## config.mk

```make
export PLATFORM = sky130hd
export DESIGN_NAME = store_buffer
export DESIGN_NICKNAME = d
export VERILOG_FILES = /design/src/rtl/store_buffer.sv
export SDC_FILE = /design/constraint.sdc
export NUM_CORES = 1
export LEC_CHECK = 0
export BUFFER_PORTS_ARGS = -buffer_cell sky130_fd_sc_hd__buf_2
export CAP_MARGIN = 15
export CORE_ASPECT_RATIO = 0.9
export CORE_UTILIZATION = 45
export CTS_BUF_LIST = sky130_fd_sc_hd__clkbuf_2
export DETAILED_ROUTE_END_ITERATION = 16
export PLACE_DENSITY = 0.68
export SYNTH_ARGS = -nofsm -noshare
export SYNTH_HDL_FRONTEND = slang
export SYNTH_SLANG_ARGS = --single-unit
```

## constraint.sdc

```tcl
create_clock -name clock -period 16.7 [get_ports clock]
set_input_delay 3.34 -clock clock [delete_from_list [all_inputs] [get_ports clock]]
set_output_delay 3.34 -clock clock [all_outputs]
set_load 0.01 [all_outputs]
```

## src/rtl/store_buffer.sv

```systemverilog
`default_nettype none
// ============================================================================
// Module   : store_buffer
// Brief    : In-order FIFO of pending word stores with same-cycle load
//            forwarding of the youngest matching store.
// Revision : 1.0 - initial release
// ============================================================================
module store_buffer #(
    parameter int ENTRY_COUNT = 4,
    parameter int ADDR_WIDTH  = 32,
    parameter int DATA_WIDTH  = 32
) (
    input  logic                  clock,
    input  logic                  reset,
    input  logic                  sb_push_valid,
    input  logic [ADDR_WIDTH-1:0] sb_push_addr,
    input  logic [DATA_WIDTH-1:0] sb_push_data,
    output logic                  sb_push_ready,
    output logic                  sb_drain_valid,
    output logic [ADDR_WIDTH-1:0] sb_drain_addr,
    output logic [DATA_WIDTH-1:0] sb_drain_data,
    input  logic                  sb_drain_ready,
    input  logic [ADDR_WIDTH-1:0] load_addr,
    output logic [DATA_WIDTH-1:0] bypass_data,
    output logic                  bypass_hit
);

    localparam int                 c_ptr_w   = (ENTRY_COUNT > 1) ? $clog2(ENTRY_COUNT) : 1;
    localparam int                 c_cnt_w   = $clog2(ENTRY_COUNT + 1);
    localparam int unsigned        c_entries = ENTRY_COUNT;
    localparam logic [c_cnt_w-1:0] c_full    = c_cnt_w'(ENTRY_COUNT);

    logic [ENTRY_COUNT-1:0] r_valid;
    logic [ADDR_WIDTH-1:0]  r_addr [ENTRY_COUNT];
    logic [DATA_WIDTH-1:0]  r_data [ENTRY_COUNT];
    logic [c_ptr_w-1:0]     r_head;
    logic [c_ptr_w-1:0]     r_tail;
    logic [c_cnt_w-1:0]     r_count;
    logic                   w_push;
    logic                   w_pop;

    // Modular add for pointers; ENTRY_COUNT need not be a power of two.
    function automatic logic [c_ptr_w-1:0] f_wrap(input logic [c_ptr_w-1:0] base,
                                                  input int unsigned        off);
        int unsigned sum;
        sum = 32'(base) + off;
        if (sum >= c_entries) begin
            sum = sum - c_entries;
        end
        return c_ptr_w'(sum);
    endfunction

    assign sb_push_ready  = (r_count < c_full);
    assign sb_drain_valid = (r_count != '0);
    assign sb_drain_addr  = sb_drain_valid ? r_addr[r_head] : '0;
    assign sb_drain_data  = sb_drain_valid ? r_data[r_head] : '0;

    assign w_push = sb_push_valid && sb_push_ready;
    assign w_pop  = sb_drain_valid && sb_drain_ready;

    always_ff @(posedge clock) begin
        if (!reset) begin
            r_valid <= '0;
            r_head  <= '0;
            r_tail  <= '0;
            r_count <= '0;
        end else begin
            if (w_push) begin
                r_valid[r_tail] <= 1'b1;
                r_addr[r_tail]  <= sb_push_addr;
                r_data[r_tail]  <= sb_push_data;
                r_tail          <= f_wrap(r_tail, 1);
            end
            if (w_pop) begin
                r_valid[r_head] <= 1'b0;
                r_head          <= f_wrap(r_head, 1);
            end
            if (w_push && !w_pop) begin
                r_count <= r_count + 1'b1;
            end else if (!w_push && w_pop) begin
                r_count <= r_count - 1'b1;
            end
        end
    end

    // Walk oldest to youngest so the last match seen is the youngest store.
    always_comb begin
        logic [c_ptr_w-1:0] w_idx;
        w_idx       = '0;
        bypass_hit  = 1'b0;
        bypass_data = '0;
        for (int k = 0; k < ENTRY_COUNT; k++) begin
            w_idx = f_wrap(r_head, k);
            if (r_valid[w_idx] && (r_addr[w_idx] == load_addr)) begin
                bypass_hit  = 1'b1;
                bypass_data = r_data[w_idx];
            end
        end
    end

endmodule
`default_nettype wire

```

; After elaboration in Yosys (flattened, before gate mapping)
; Memories as Yosys holds them, arrays and structs flattened. A register that Yosys moved wholly into a read port is not among the register bits.
; Cells that the tools add are included.
[totals]
mem_count = 2
output_inout_bits = 99
register_bits = 11
ramBits = 256
word_cells = 91
input_bits = 100
[classes]
n_reduce_logical = 14
n_bitwise = 3
order_cmp = 14
eq_ne = 4
addsub = 11
muxes = 39
[mem_list]
columns = name, depth, width, read_ports, rd_clocked_by_memory_dff, write_ports, line
row1 = r_addr, 4, 32, 5, 1, 1, 34  ; logic [ADDR_WIDTH-1:0] r_addr [ENTRY_COUNT];
row2 = r_data, 4, 32, 5, 1, 1, 35  ; logic [DATA_WIDTH-1:0] r_data [ENTRY_COUNT];
[ops]
columns = operator, n
row1 = 32-bit 2-to-1 mux, 6
row2 = 32-bit == test, 4
row3 = 2-bit by 3-bit < comparator with 1-bit output (second input constant), 6
row4 = 2-bit 2-to-1 mux, 9
row5 = 1-bit 2-to-1 mux, 13
row6 = 3-bit greater-or-equal comparator (second input constant), 4
row7 = 4-bit 2-to-1 mux, 3
row8 = 1-bit logical AND, 10
row9 = 2-bit by 1-bit subtractor with 2-bit output (second input constant), 5
row10 = 1-bit binary-select mux with 2-bit select, 4
row11 = 2-bit by 1-bit adder with 3-bit output (second input constant), 2
row12 = 2-bit by 2-bit adder with 3-bit output (second input constant), 2
row13 = 3-bit 2-to-1 mux, 2
row14 = 4-bit AND, 1
row15 = 1-bit demux with 2-bit select, 2
row16 = 2-bit by 1-bit greater-or-equal comparator with 1-bit output (second input constant), 2
row17 = 4-bit NOT, 1
row18 = 4-bit OR, 1
row19 = 3-bit by 1-bit adder with 3-bit output (second input constant), 1
row20 = 2-bit by 3-bit greater-or-equal comparator with 1-bit output (second input constant), 1
row21 = 3-bit < comparator (second input constant), 1
row22 = 3-bit nonzero test, 1
row23 = 3-bit by 1-bit subtractor with 3-bit output (second input constant), 1
row24 = 1-bit zero test, 2
row25 = 2-bit nonzero test, 1

; Depth between registers and ports, before layout
[logic_depth]
word_depth = 9
depth_mapped = 22
mapped_depth_nobuf = 10

; Least setup slack after synthesis
; No wires, ideal clock.
[synth_timing]
path_type = input port to output port
start = in load_addr[1]
end = out bypass_data[0]
path_buffers = 3
slack_ps = 7815
stages = 10
t_required_ps = 13360
arrival_time_ps = 5545
path_cell_list = clkbuf_1 > inv_1 > a221o_1 > a2111oi_2 > nor4b_4 > and2_1 > buf_4 > buf_2 > o211ai_1 > a311oi_1
[synth_via]
elab_chain_cells = 6
word_cells_on_any_way = 12
classes_between = eq/ne: 4 / mux: 4 / reduce/logical: 4
[synth_rtl]
columns = item, line
row1 = "start, declared", 23  ; input logic [ADDR_WIDTH-1:0] load_addr,
row2 = 32-bit == test, 94  ; if (r_valid[w_idx] && (r_addr[w_idx] == load_addr)) begin
row3 = 1-bit logical AND, 94
row4 = 32-bit 2-to-1 mux (3 in series), 94
row5 = 32-bit 2-to-1 mux *, 94
row6 = "end, declared", 24  ; output logic [DATA_WIDTH-1:0] bypass_data,
; Every way passes the cells marked *; elsewhere a longest branch is shown, timed or not.

; Final worst setup path
[layout_timing]
start = reg r_head[1]
end = out bypass_data[6]
[layout_via]
elab_chain_cells = 9
word_cells_on_any_way = 37
classes_between = add/sub: 7 / order compare: 4 / eq/ne: 4 / mux: 16 / reduce/logical: 4 / memory: 2
[layout_rtl]
columns = item, line
row1 = "start, declared", 36  ; logic [c_ptr_w-1:0] r_head;
row2 = "start signal, assigned", 76  ; r_head <= f_wrap(r_head, 1);
row3 = "2-bit by 1-bit adder with 3-bit output, or another cell as far along", 46  ; sum = 32'(base) + off;
row4 = "3-bit greater-or-equal comparator, or another cell as far along", 47  ; if (sum >= c_entries) begin
row5 = "2-bit 2-to-1 mux, or another cell as far along", 47
row6 = "memory read 4 x 32 bit, or another cell as far along", --
row7 = "32-bit == test, or another cell as far along", 94
row8 = 1-bit logical AND or 32-bit 2-to-1 mux (tied branches), 94
row9 = 32-bit 2-to-1 mux (2 in series), 94
row10 = 32-bit 2-to-1 mux *, 94
; Every way passes the cells marked *; elsewhere a longest branch is shown, timed or not. The select of a mux whose other input is x is not followed.

==> flow_summary.toml <==
[outcome]
status = "complete, no violations"

[finish]
area_growth_syn_to_layout_pct = 10.7
nNetsFinal = 1648
layout-drive-gt1-share = 0.348
final_core_util = 0.505
final_common_cell = "edfxtp_1"
fillers = 3480
final_area_mm2 = 0.0199
final_cell_mix = "edfxtp_1 (256), buf_2 (198), mux4_2 (134)"

[min_path]
hold_class = "register to register"

[sta]
relSlewSlack = 0.311
drv_slew = 0
finalCritPeriodShare = 0.619
fmax_ghz = 0.0968
hold_viol = 0
clock-skew-final_ns = 0.0803
setup_tns_ns = 0
setup_violations = 0
finalCriticalPeriod_ns = 10.33
grt_setup_unrepaired = "false"
worst_hold_slack_ns = 0.549
setup_slack_ns = 6.37
worst_pin_slew_ns = 1.03

[power]
intPower_w = 0.00161
pwr-share-comb = 0.503
power.leakage_nw = 6.72
clkPwrFrac = 0.175
peakVddDrop_mv = 0.0778
p_sw_frac = 0.412
switchingPower_w = 0.00113
seq_power_share = 0.322
power.density_mw_per_mm2 = 137

[synth]
syn_inst = 1370
ys_types = 61
avgSynthCellArea_um2 = 13.1
synth_top_area_frac = 0.427
synth.area.top_cells = "edfxtp_1 (43%), mux4_2 (17%), mux2i_1 (7.2%), xnor2_1 (3.6%), and2_1 (3.1%)"
synth_edf_count = 256
synth_nets = 1480
ys_async_sr_fraction = 0
ys_seq_area_frac = 0.442
netlist_area_mm2 = 0.0180
synth_area_leader_cell = "edfxtp_1"
synth_seq_cells = 269
ys.warnings.count = 0
synth_top_flop_cell = "edfxtp_1"

[critical_path]
startpoint_type = "register"
cp_cell_sequence = "clkinv_1 -> ha_4 -> buf_4 -> mux4_2 -> xnor2_1 -> nand4_1 -> a2111oi_2 -> and2_2 -> buf_4 -> o211ai_1 -> a311oi_2 -> buf_2"
reg2reg_slack_ns = 13.41
ff2ff_path_depth = 5
cp_slowest_cell = "ha_4"
end_kind = "output port"
cp_top_family = "buffers and inverters"
crit_path_max_fanout = 73
r2r_start = "r_head[1]$_SDFFE_PN0P_"
crit_start = "r_head[1]$_SDFFE_PN0P_"
crit_path_frequent_cell = "buf_4"
worstPathRequired_ns = 13.36
cp-endpoint = "bypass_data[6]"
critPathKind = "register to output port"
critPathMaxStageDelay_ns = 0.85
crit_arrival_ns = 6.99
crit_buf_inv = 4
crit_cells = 12

[die]
io_pins = 199
die_width_um = 213
core_area_mm2 = 0.0395
dieArea_mm2 = 0.0408
row_count = 69
die_y_um = 192
start_util = 0.456

[grt]
grt_pass1_vias = 12580
grt_pass1_wl_mm = 76.9
grt_max_degree = 74
antenna_found_initial = 10
gr-total-overflow = 0
grt_usage = 0.254

[cts]
cts.path.max_buffers = 3
cts-htree-levels = 3
postCtsSetupBuffers = 0
cts.sinks = 269
path_clk_slew_ns = 0.09
cts_tree = "built"
cts_buffers = 74
cts_root_buf = "clkbuf_2"
clk_latency_ns = 0.92
hold_buffers = 0
cts-resized-gates = 0

[detailed_routing]
first_iter_violations = 1349
first_pass_iters = 5
ant_nets = 0
post-route-drc-count = 0
post_drt_via_cell_ratio = 6.17
wire_per_inst_um = 24.4
vias = 13159
totalWireLength_mm = 51.9

[placed_design]
dp_slack_ns = 6.73
dpl_cell_area_mm2 = 0.0192
io_buffers = 198
dpl.hpwl_mm = 34.7
gp_congestion = 0.948

[run]
maxCapViolCount = 0
-- tightest hold or removal path, cell delays in order (launching register included) --
cell	delay, ns
dfxtp_1	0.33
a21oi_1	0.12
a211oi_1	0.06
-- per-stage QoR --
step                      std cells  total power [W]
after floorplan                1370          0.00190
after global placement         1994          0.00225
after detailed placement       1994          0.00226
after CTS                      2125          0.00275
after global routing           2129          0.00289
final                          2132          0.00273
-- cell usage after synthesis (all sizes together), types with 8 or more instances --
cell,instances
xnor2,73
mux2,48
o22ai,8
o21ai,45
nand3b,31
nand4,14
o211ai,36
edfxtp,256
mux2i,129
nor2b,8
and2,88
dfxtp,13
nand2,83
nor4,9
clkbuf,66
and3,8
inv,18
mux4,134
xor2,32
a21oi,20
a311oi,31
buf,59
ha,9
nor3,41
nor2,30
a211oi,9
-- power by group through the flow --
stage | Sequential [W] | Clock (W) | Combinational, W
5_1_grt | 0.000891 | 0.000524 | 0.00147
2_1_floorplan | 0.000823 | 0 | 0.00108
6_report | 0.000881 | 0.000478 | 0.00137
3_3_place_gp | 0.000894 | 0 | 0.00135
3_5_place_dp | 0.000897 | 0 | 0.00136
4_1_cts | 0.000882 | 0.000496 | 0.00137
-- logic make-up (layout without fill, tap and decap cells) --
family,Yosys count,count (layout),share of synthesized area
AO/OA/AOI/OAI,199,199,0.0894
XOR/XNOR,105,105,0.0511
adder cells (fa/ha/maj),10,10,0.00737
buffers and inverters,144,367,0.0403
flip-flops,269,269,0.442
multiplexers,311,311,0.270
other,0,7,0
AND/OR/NAND/NOR,332,332,0.100
-- metal layers --
metal	track usage	wire length, um	vias up
met4	0.0822	937	6
li1	-	-	5800
met3	0.0574	4090	78
met5	0	35	-
met1	0.357	22600	6687
met2	0.389	24300	588
-- worst min-delay path by stage --
stage	start	end	slack (ns)	cells after the start
global route	r_count[2]$_SDFFE_PN0P_	r_count[2]$_SDFFE_PN0P_	0.58	2
detailed placement	r_count[2]$_SDFFE_PN0P_	r_count[2]$_SDFFE_PN0P_	0.53	2
global placement	r_count[2]$_SDFFE_PN0P_	r_count[2]$_SDFFE_PN0P_	0.52	2
finish	r_valid[2]$_SDFF_PN0_	r_valid[2]$_SDFF_PN0_	0.55	2
CTS	r_count[2]$_SDFFE_PN0P_	r_count[2]$_SDFFE_PN0P_	0.54	2
floorplan	r_count[2]$_SDFFE_PN0P_	r_count[2]$_SDFFE_PN0P_	0.48	2
-- registers in the layout, summed over array words and instances (netlist names), named ones only --
signal	count
r_count	3
r_head	2
r_tail	2
r_addr	128
r_valid	4
r_data	128
-- final cells by class --
class / instances / area, um^2 / share of cell area
tap: 532 / 666 / 0.0334
inverter: 19 / 71.3 / 0.00358
clock buffer: 105 / 526 / 0.0264
sequential: 269 / 7960 / 0.400
multi-input combinational: 957 / 9380 / 0.471
antenna: 7 / 17.5 / 0.000880
timing repair buffer: 217 / 1130 / 0.0569
clock inverter: 26 / 155 / 0.00779
(Power assumes the default switching activity.)
